## src/rtl/imem_loader.sv

```systemverilog
// imem_loader: packs a byte stream into little-endian 32-bit words and writes
// each word to the four byte-wide instruction memory banks at consecutive word
// addresses, holding the CPU while a load is in progress.
//
// Optional feature: define IMEM_LOADER_CHECKSUM_EN to consume one trailing
// checksum byte (8-bit sum of the payload) after the payload and flag a
// mismatch on err. Without it, err is tied to 0.
//
// Ports:
//   clk, rst_n      clock, asynchronous active-low reset
//   start           one-cycle pulse that begins a load (sampled only in IDLE)
//   load_len        words to load, clamped to DEPTH, captured on start
//   in_valid/in_data/in_ready  byte-stream handshake
//   bank_we         per-bank write strobe (bit i -> bank i)
//   wa, wd          shared word address / write data (bank i gets wd[8i+7:8i])
//   cpu_hold, busy  high while the loader is not idle
//   done            one-cycle pulse when a load completes
//   err             sticky checksum mismatch, cleared on the next start
module imem_loader #(
  parameter int unsigned ADDR_W = 10,
  parameter int unsigned DEPTH  = 1024
) (
  input  logic              clk,
  input  logic              rst_n,
  input  logic              start,
  input  logic [ADDR_W:0]   load_len,
  input  logic              in_valid,
  input  logic [7:0]        in_data,
  output logic              in_ready,
  output logic [3:0]        bank_we,
  output logic [ADDR_W-1:0] wa,
  output logic [31:0]       wd,
  output logic              cpu_hold,
  output logic              busy,
  output logic              done,
  output logic              err
);

  localparam int unsigned CNT_W = ADDR_W + 1;

  typedef enum logic [2:0] {
    IDLE,
    RECV,
    WRITE,
`ifdef IMEM_LOADER_CHECKSUM_EN
    CHK,
`endif
    DONE
  } state_e;

  state_e            state_q, state_d;
  logic [CNT_W-1:0]  cnt_q, cnt_d;
  logic [ADDR_W-1:0] wa_q, wa_d;
  logic [31:0]       wd_q, wd_d;
  logic [1:0]        idx_q, idx_d;
  logic              in_ready_q, in_ready_d;
  logic [3:0]        bank_we_q, bank_we_d;
  logic              busy_q, busy_d;
  logic              done_q, done_d;
  logic              accept_c;
  logic              last_word_c;
`ifdef IMEM_LOADER_CHECKSUM_EN
  logic [7:0]        sum_q, sum_d;
  logic              err_q, err_d;
`endif

  assign accept_c    = in_valid && in_ready_q;
  // The word being written is the last one when its address+1 reaches the count.
  assign last_word_c = ((CNT_W'(wa_q) + CNT_W'(1)) == cnt_q);

  // Next-state and registered-output logic.
  always_comb begin
    state_d = state_q;
    cnt_d   = cnt_q;
    wa_d    = wa_q;
    wd_d    = wd_q;
    idx_d   = idx_q;
`ifdef IMEM_LOADER_CHECKSUM_EN
    sum_d   = sum_q;
    err_d   = err_q;
`endif

    case (state_q)
      IDLE: begin
        if (start) begin
          cnt_d = (load_len > CNT_W'(DEPTH)) ? CNT_W'(DEPTH) : load_len;
          wa_d  = '0;
          idx_d = '0;
`ifdef IMEM_LOADER_CHECKSUM_EN
          sum_d = '0;
          err_d = 1'b0;
`endif
          state_d = (cnt_d == '0) ? DONE : RECV;
        end
      end
      RECV: begin
        if (accept_c) begin
          wd_d[{idx_q, 3'b000} +: 8] = in_data;
          idx_d = idx_q + 2'd1;
`ifdef IMEM_LOADER_CHECKSUM_EN
          sum_d = sum_q + in_data;
`endif
          if (idx_q == 2'd3) state_d = WRITE;
        end
      end
      WRITE: begin
        // Address is held on the final word so it never reaches DEPTH.
        if (last_word_c) begin
`ifdef IMEM_LOADER_CHECKSUM_EN
          state_d = CHK;
`else
          state_d = DONE;
`endif
        end else begin
          wa_d    = wa_q + ADDR_W'(1);
          state_d = RECV;
        end
      end
`ifdef IMEM_LOADER_CHECKSUM_EN
      CHK: begin
        if (accept_c) begin
          if (in_data != sum_q) err_d = 1'b1;
          state_d = DONE;
        end
      end
`endif
      DONE: begin
        state_d = IDLE;
      end
      default: begin
        state_d = IDLE;
      end
    endcase

`ifdef IMEM_LOADER_CHECKSUM_EN
    in_ready_d = (state_d == RECV) || (state_d == CHK);
`else
    in_ready_d = (state_d == RECV);
`endif
    bank_we_d = (state_d == WRITE) ? 4'hF : 4'h0;
    busy_d    = (state_d != IDLE);
    // done lands in the cycle after DONE, together with busy falling.
    done_d    = (state_q == DONE);
  end

  // State and output registers.
  always_ff @(posedge clk or negedge rst_n) begin
    if (!rst_n) begin
      state_q    <= IDLE;
      cnt_q      <= '0;
      wa_q       <= '0;
      wd_q       <= '0;
      idx_q      <= '0;
      in_ready_q <= 1'b0;
      bank_we_q  <= 4'h0;
      busy_q     <= 1'b0;
      done_q     <= 1'b0;
    end else begin
      state_q    <= state_d;
      cnt_q      <= cnt_d;
      wa_q       <= wa_d;
      wd_q       <= wd_d;
      idx_q      <= idx_d;
      in_ready_q <= in_ready_d;
      bank_we_q  <= bank_we_d;
      busy_q     <= busy_d;
      done_q     <= done_d;
    end
  end

`ifdef IMEM_LOADER_CHECKSUM_EN
  // Checksum accumulator and sticky error flag.
  always_ff @(posedge clk or negedge rst_n) begin
    if (!rst_n) begin
      sum_q <= '0;
      err_q <= 1'b0;
    end else begin
      sum_q <= sum_d;
      err_q <= err_d;
    end
  end
  assign err = err_q;
`else
  assign err = 1'b0;
`endif

  assign in_ready = in_ready_q;
  assign bank_we  = bank_we_q;
  assign wa       = wa_q;
  assign wd       = wd_q;
  assign busy     = busy_q;
  assign cpu_hold = busy_q;
  assign done     = done_q;

endmodule

```

## config.mk

```make
export PLATFORM = sky130hd
export DESIGN_NAME = imem_loader
export DESIGN_NICKNAME = d
export VERILOG_FILES = /design/src/rtl/imem_loader.sv
export SDC_FILE = /design/constraint.sdc
export NUM_CORES = 1
export LEC_CHECK = 0
export BUFFER_PORTS_ARGS = -buffer_cell sky130_fd_sc_hd__buf_2
export CAP_MARGIN = 0
export CORE_ASPECT_RATIO = 0.6
export CORE_MARGIN = 2
export CORE_UTILIZATION = 48
export CTS_CLUSTER_DIAMETER = 60
export CTS_CLUSTER_SIZE = 10
export DETAILED_ROUTE_END_ITERATION = 12
export PLACE_DENSITY = 0.71
export SYNTH_ARGS = -nofsm -noshare
export SYNTH_HDL_FRONTEND = slang
export SYNTH_SLANG_ARGS = --single-unit
```

## constraint.sdc

```tcl
create_clock -name clk -period 2.4 [get_ports clk]
set_clock_uncertainty 0.1 [all_clocks]
set_input_delay 0.48 -clock clk [delete_from_list [all_inputs] [get_ports clk]]
set_output_delay 0.48 -clock clk [all_outputs]
set_load 0.03 [all_outputs]
```

Word-level counts from Yosys, hierarchy flattened
Cells that the tools add are included.
- register bits: 65
- input bits: 23
- output and inout bits: 51
- word-level logic and storage cells: 51
- add/subtract/negate cells: 4
- magnitude comparators: 1
- equal/unequal tests: 10
- shifts and indexed selects: 2
- multiplexer cells: 15
- reductions and logical operators: 10
- operator list (kind ; number):
    32-bit bitwise mux ; 1
    8-bit by 7-bit variable shift with 32-bit output, first input constant ; 1
    8-bit by 7-bit indexed part select with 32-bit output ; 1
    10-bit two-way mux ; 2
    10-bit one-hot mux with 2 select lines ; 1
    10-bit by 1-bit adder with 11-bit output, second input constant ; 1
    11-bit == test ; 1
    11-bit > comparator, second input constant ; 1
    11-bit logical NOT ; 1
    11-bit two-way mux ; 1
    10-bit by 1-bit adder with 10-bit output, second input constant ; 1
    3-bit by 2-bit == test with 1-bit output, second input constant ; 3
    3-bit two-way mux ; 3
    3-bit one-hot mux with 3 select lines ; 1
    2-bit two-way mux ; 4
    5-bit negator with 7-bit output ; 1
    3-bit by 1-bit == test with 1-bit output, second input constant ; 2
    2-bit inequality test, second input constant ; 3
    3-bit AND reduction ; 2
    4-bit two-way mux ; 1
    2-bit one-hot mux with 2 select lines ; 1
    2-bit AND reduction ; 2
    2-bit nonzero test ; 2
    3-bit logical NOT ; 1
    other kinds (4) ; 4

Depth between registers and ports, before layout
- word-level depth: 8
- depth in mapped cells: 9

Worst setup path after synthesis
Ideal clock, no wire load.
- path type: register to register
- start: register wa_q[0] (netlist: wa[0])
- end: register wa_q[1] (netlist: wa[1])
- library setup time: 120 ps
- data arrival time: 2461 ps
- data required time: 2180 ps
- path slack: -280 ps
- cell stages (with the launch flop): 9
- path buffers: 0
- period minus slack after synthesis: 2680 ps
- cells stage by stage: dfrtp_1 > ha_1 > nand3_1 > or3_4 > and2_4 > o211a_1 > o311ai_4 > nand2_2 > a31o_1
- word-level cells in the longest chain between the ends: 4
- elaborated cells on any way between the ends: 7
- classes of those cells: add/sub: 2; eq/ne: 2; mux: 2; reduce/logical: 1
- RTL lines (what ; RTL line ; text):
    start: declaration ; 53 ; logic [ADDR_W-1:0] wa_q, wa_d;
    start signal: assignment ; 161 ; wa_q <= wa_d;
    10-bit by 1-bit adder with 11-bit output ; 69 ; assign last_word_c = ((CNT_W'(wa_q) + CNT_W'(1)) == cnt_q);
    11-bit == test ; 69 ;
    2-bit inequality test (no line) ; - ;
    3-bit AND reduction (no line) ; - ;
Several ways; a longest one is shown, not always the timed one. The select of a mux whose other input is x is not followed.
A chain may end at the register's enable or synchronous reset.

Worst setup path after layout
- start: register wa_q[1] (netlist: wa[1])
- end: register wa_q[4] (netlist: wa[4])
The elaborated chain is that of the path after synthesis.

==> flow_metrics.tcl <==
set metrics [dict create \
    worstPathCellList "ha_4 > buf_4 > nor3b_2 > o221ai_2 > a2111oi_4 > o311ai_4 > buf_6 > or3b_1 > nand3_1" \
    cts_buffer_depth 2 \
    cp-start-kind "flop" \
    wl_met3_um 606 \
    ys_async_sr_fraction_pct 100.0 \
    syn_area_per_cell_um2 9.071 \
    dieArea_um2 7262 \
    p_leak_nw 2.009 \
    worstSkewPairLatency_ps 350 \
    final_nets 476 \
    wire_per_inst_um 16.04 \
    slew_headroom_pct 50.21 \
    synth_top_family_by_area "simple AND/OR/NAND/NOR gates" \
    worstMarginPinSlew_ps 741.9 \
    vias_per_cell 5.331 \
    clkSinkCount 62 \
    wl_um 8581 \
    first_iter_violations 167 \
    setup_slack_ps -19.62 \
    synthMuxAreaShare_pct 0.6738 \
    status "finished with violations" \
    syn_inst 348 \
    cts_hold_buf 0 \
    crit_path_end_kind "flop" \
    ys_warn_count 0 \
    cp.arrival_ps 2600 \
    row_count 22 \
    grt-ovfl-total 0 \
    fin_setup_tns_ps -32.41 \
    sw_frac_of_total_pct 27.14 \
    drc_errors 0 \
    final_layout_size_suffix_gt1_share_pct 33.04 \
    hold_viol_final 0 \
    cpPeakStageDelay_ps 410 \
    highest_layer "met4" \
    synth.ff_latch_count 62 \
    synthAdderAreaFrac_pct 2.774 \
    synth-main-ff-cell "dfrtp_1" \
    diodes 0 \
    synth_area_um2 3157 \
    final_common_cell "nand2_1" \
    root_buffer "clkbuf_8" \
    dp_hpwl_um 6262 \
    drv_slew 0 \
    max_cap_viol_count 0 \
    htreeDepth 3 \
    synth_compound_area_share_pct 13.67 \
    grt_pass1_wl_um 13620 \
    met2_length_um 3481 \
    path_buf_inv 2 \
    cts_tree "built" \
    antenna_found_initial 0 \
    crit_type "flop to flop" \
    vias 2852 \
    intPower_mw 2.117 \
    die_y_um 66.82 \
    first_pass_iters 4 \
    setup_viol 3 \
    ys_seq_area_share_pct 49.15 \
    pin_count 74 \
    cpMaxStageDelayCell "dfrtp_2" \
    p_per_area_nw_per_um2 701.9 \
    synth-simple-area-share_pct 26.00 \
    power_mw 2.906 \
    clock.fmax_mhz 413.3 \
    clk_pin_slew_worst_paths_ps 70 \
    seq_power_share_pct 41.3 \
    place_congestion 0.9703 \
    cp.required_ps 2590 \
    vdd_drop_max_mv 0.3904 \
    clkPwrFrac_pct 42.5 \
    grt_start_max_net_pins 28 \
    wl_met1_um 4382 \
    area_growth_pct 31.15 \
    synthXorXnorAreaFrac_pct 3.607 \
    ant_nets 0 \
    synth_cell_types 47 \
    grt_pass1_vias 2620 \
    hold_class "input pin to async pin" \
    violations "setup timing" \
    track_usage_pct 25.58 \
    cts_made_buffers 9 \
    min_period_over_period_pct 100.8 \
    rsz0062_at_grt "yes" \
    start_util_pct 50.74 \
    fp.coreArea_um2 6221 \
    period_needed_ps 2420 \
    portBuffers 72 \
    cp_top_family "compound AO/OA/AOI/OAI gates" \
    layout_common_cells "nand2_1 (96), buf_2 (72), dfrtp_1 (57)" \
    crit_fanout 5 \
    fp.dieW_um 108.7 \
    power_frac_comb_pct 16.2 \
    synth-edff-count 0 \
    netSwitchingPower_mw 0.7886 \
]
[logic make-up (layout without fill, tap and decap cells)]
group | after synthesis | in the layout
flip-flops | 62 | 62
other | 1 | 2
adder cells (fa/ha/maj) | 7 | 7
multiplexers | 2 | 2
AND/OR/NAND/NOR | 170 | 170
buffers and inverters | 25 | 127
XOR/XNOR | 13 | 13
AO/OA/AOI/OAI | 68 | 68
[registers in the layout, indices dropped and copies added (netlist names)]
| register | cells |
|---|---|
| wd | 32 |
| cnt_q | 11 |
| bank_we | 1 |
| idx_q | 2 |
| done | 1 |
| in_ready | 1 |
| state_q | 3 |
| busy | 1 |
| wa | 10 |
[cells in the mapped netlist (2+ instances only)]
cell      instances  share of area [%]
a21oi_1           7                1.1
a22o_1            4                1.1
and2_1            2               0.40
and3_1            9                1.8
buf_2             2               0.32
buf_4             6                1.4
clkbuf_1          9                1.1
dfrtp_1          62                 49
ha_1              7                2.8
inv_1             7               0.83
nand2_1          96                 11
nand2b_1          6                1.2
nand3_1          11                1.7
nand4_1           4               0.79
nor2_1            7               0.83
nor3_1           10                1.6
nor3b_1           5                1.2
nor4_1            3               0.59
o211ai_1          4               0.95
o21ai_0          43                6.8
o21ai_1           2               0.32
or2_2             5               0.99
or3_1             2               0.40
xnor2_1           9                2.5
xor2_1            4                1.1
[area by class of cell]
class                   instances  area [um^2]
inverters                       7        26.28
flip-flops and latches         62         1558
clock buffers                  10        137.6
well taps                      84        105.1
clock inverters                 6        132.6
repair buffers                104        628.1
fillers                       556         2081
multi-input cells             262         1553
[final timing paths]
check                       startpoint       end  slack (ps)  cells past startpoint
setup / recovery                 wa[1]     wa[4]         -20                      9
hold / removal                   rst_n     wa[9]          20                      1
setup reg to reg                 wa[1]     wa[4]         -20                      9
hold reg to reg                 wd[30]    wd[30]         370                      2
max in group asynchronous        rst_n  cnt_q[4]        1560                      2
min in group clk           load_len[7]  cnt_q[7]         270                      2
[power groups by stage]
stage | sequential [mW] | combinational (mW) | clock (mW)
after floorplan | 1.30 | 0.196 | 0
after global placement | 1.21 | 0.453 | 0
after detailed placement | 1.22 | 0.461 | 0
after CTS | 1.20 | 0.465 | 1.26
after global routing | 1.21 | 0.529 | 1.30
final | 1.20 | 0.470 | 1.24
[through the flow]
stage / util [%] / std cells / setup WS [ps] / instance area (um^2) / hold WS (ps)
after floorplan: - / 349 / -74.66 / 3186 / 84.41
after global placement: 60.40 / 513 / -4.001 / 3757 / 358.2
after detailed placement: 60.40 / 513 / -79.94 / 3757 / 365.6
after CTS: 65.31 / 532 / -20.93 / 4063 / 28.14
after global routing: 66.55 / 535 / -108.3 / 4140 / 44.83
final: 66.55 / 535 / -19.62 / 4140 / 22.69
[repair_timing]
| action | 4_1_cts | 5_1_grt |
|---|---|---|
| pin swaps | 5 | 11 |
| setup buffers | 2 | 3 |
| gates resized for setup | 4 | 13 |
| cloned | 1 | 0 |
| setup endpoints to repair | 8 | 10 |
[routing by layer]
| layer | vias to the layer above | track usage [%] |
|---|---|---|
| li1 | 1377 | - |
| met1 | 1360 | 40.40 |
| met2 | 106 | 33.98 |
| met3 | 9 | 5.871 |
| met4 | 0 | 7.692 |
| met5 | - | 0 |
Note: power is estimated with default switching activity, not from simulation.
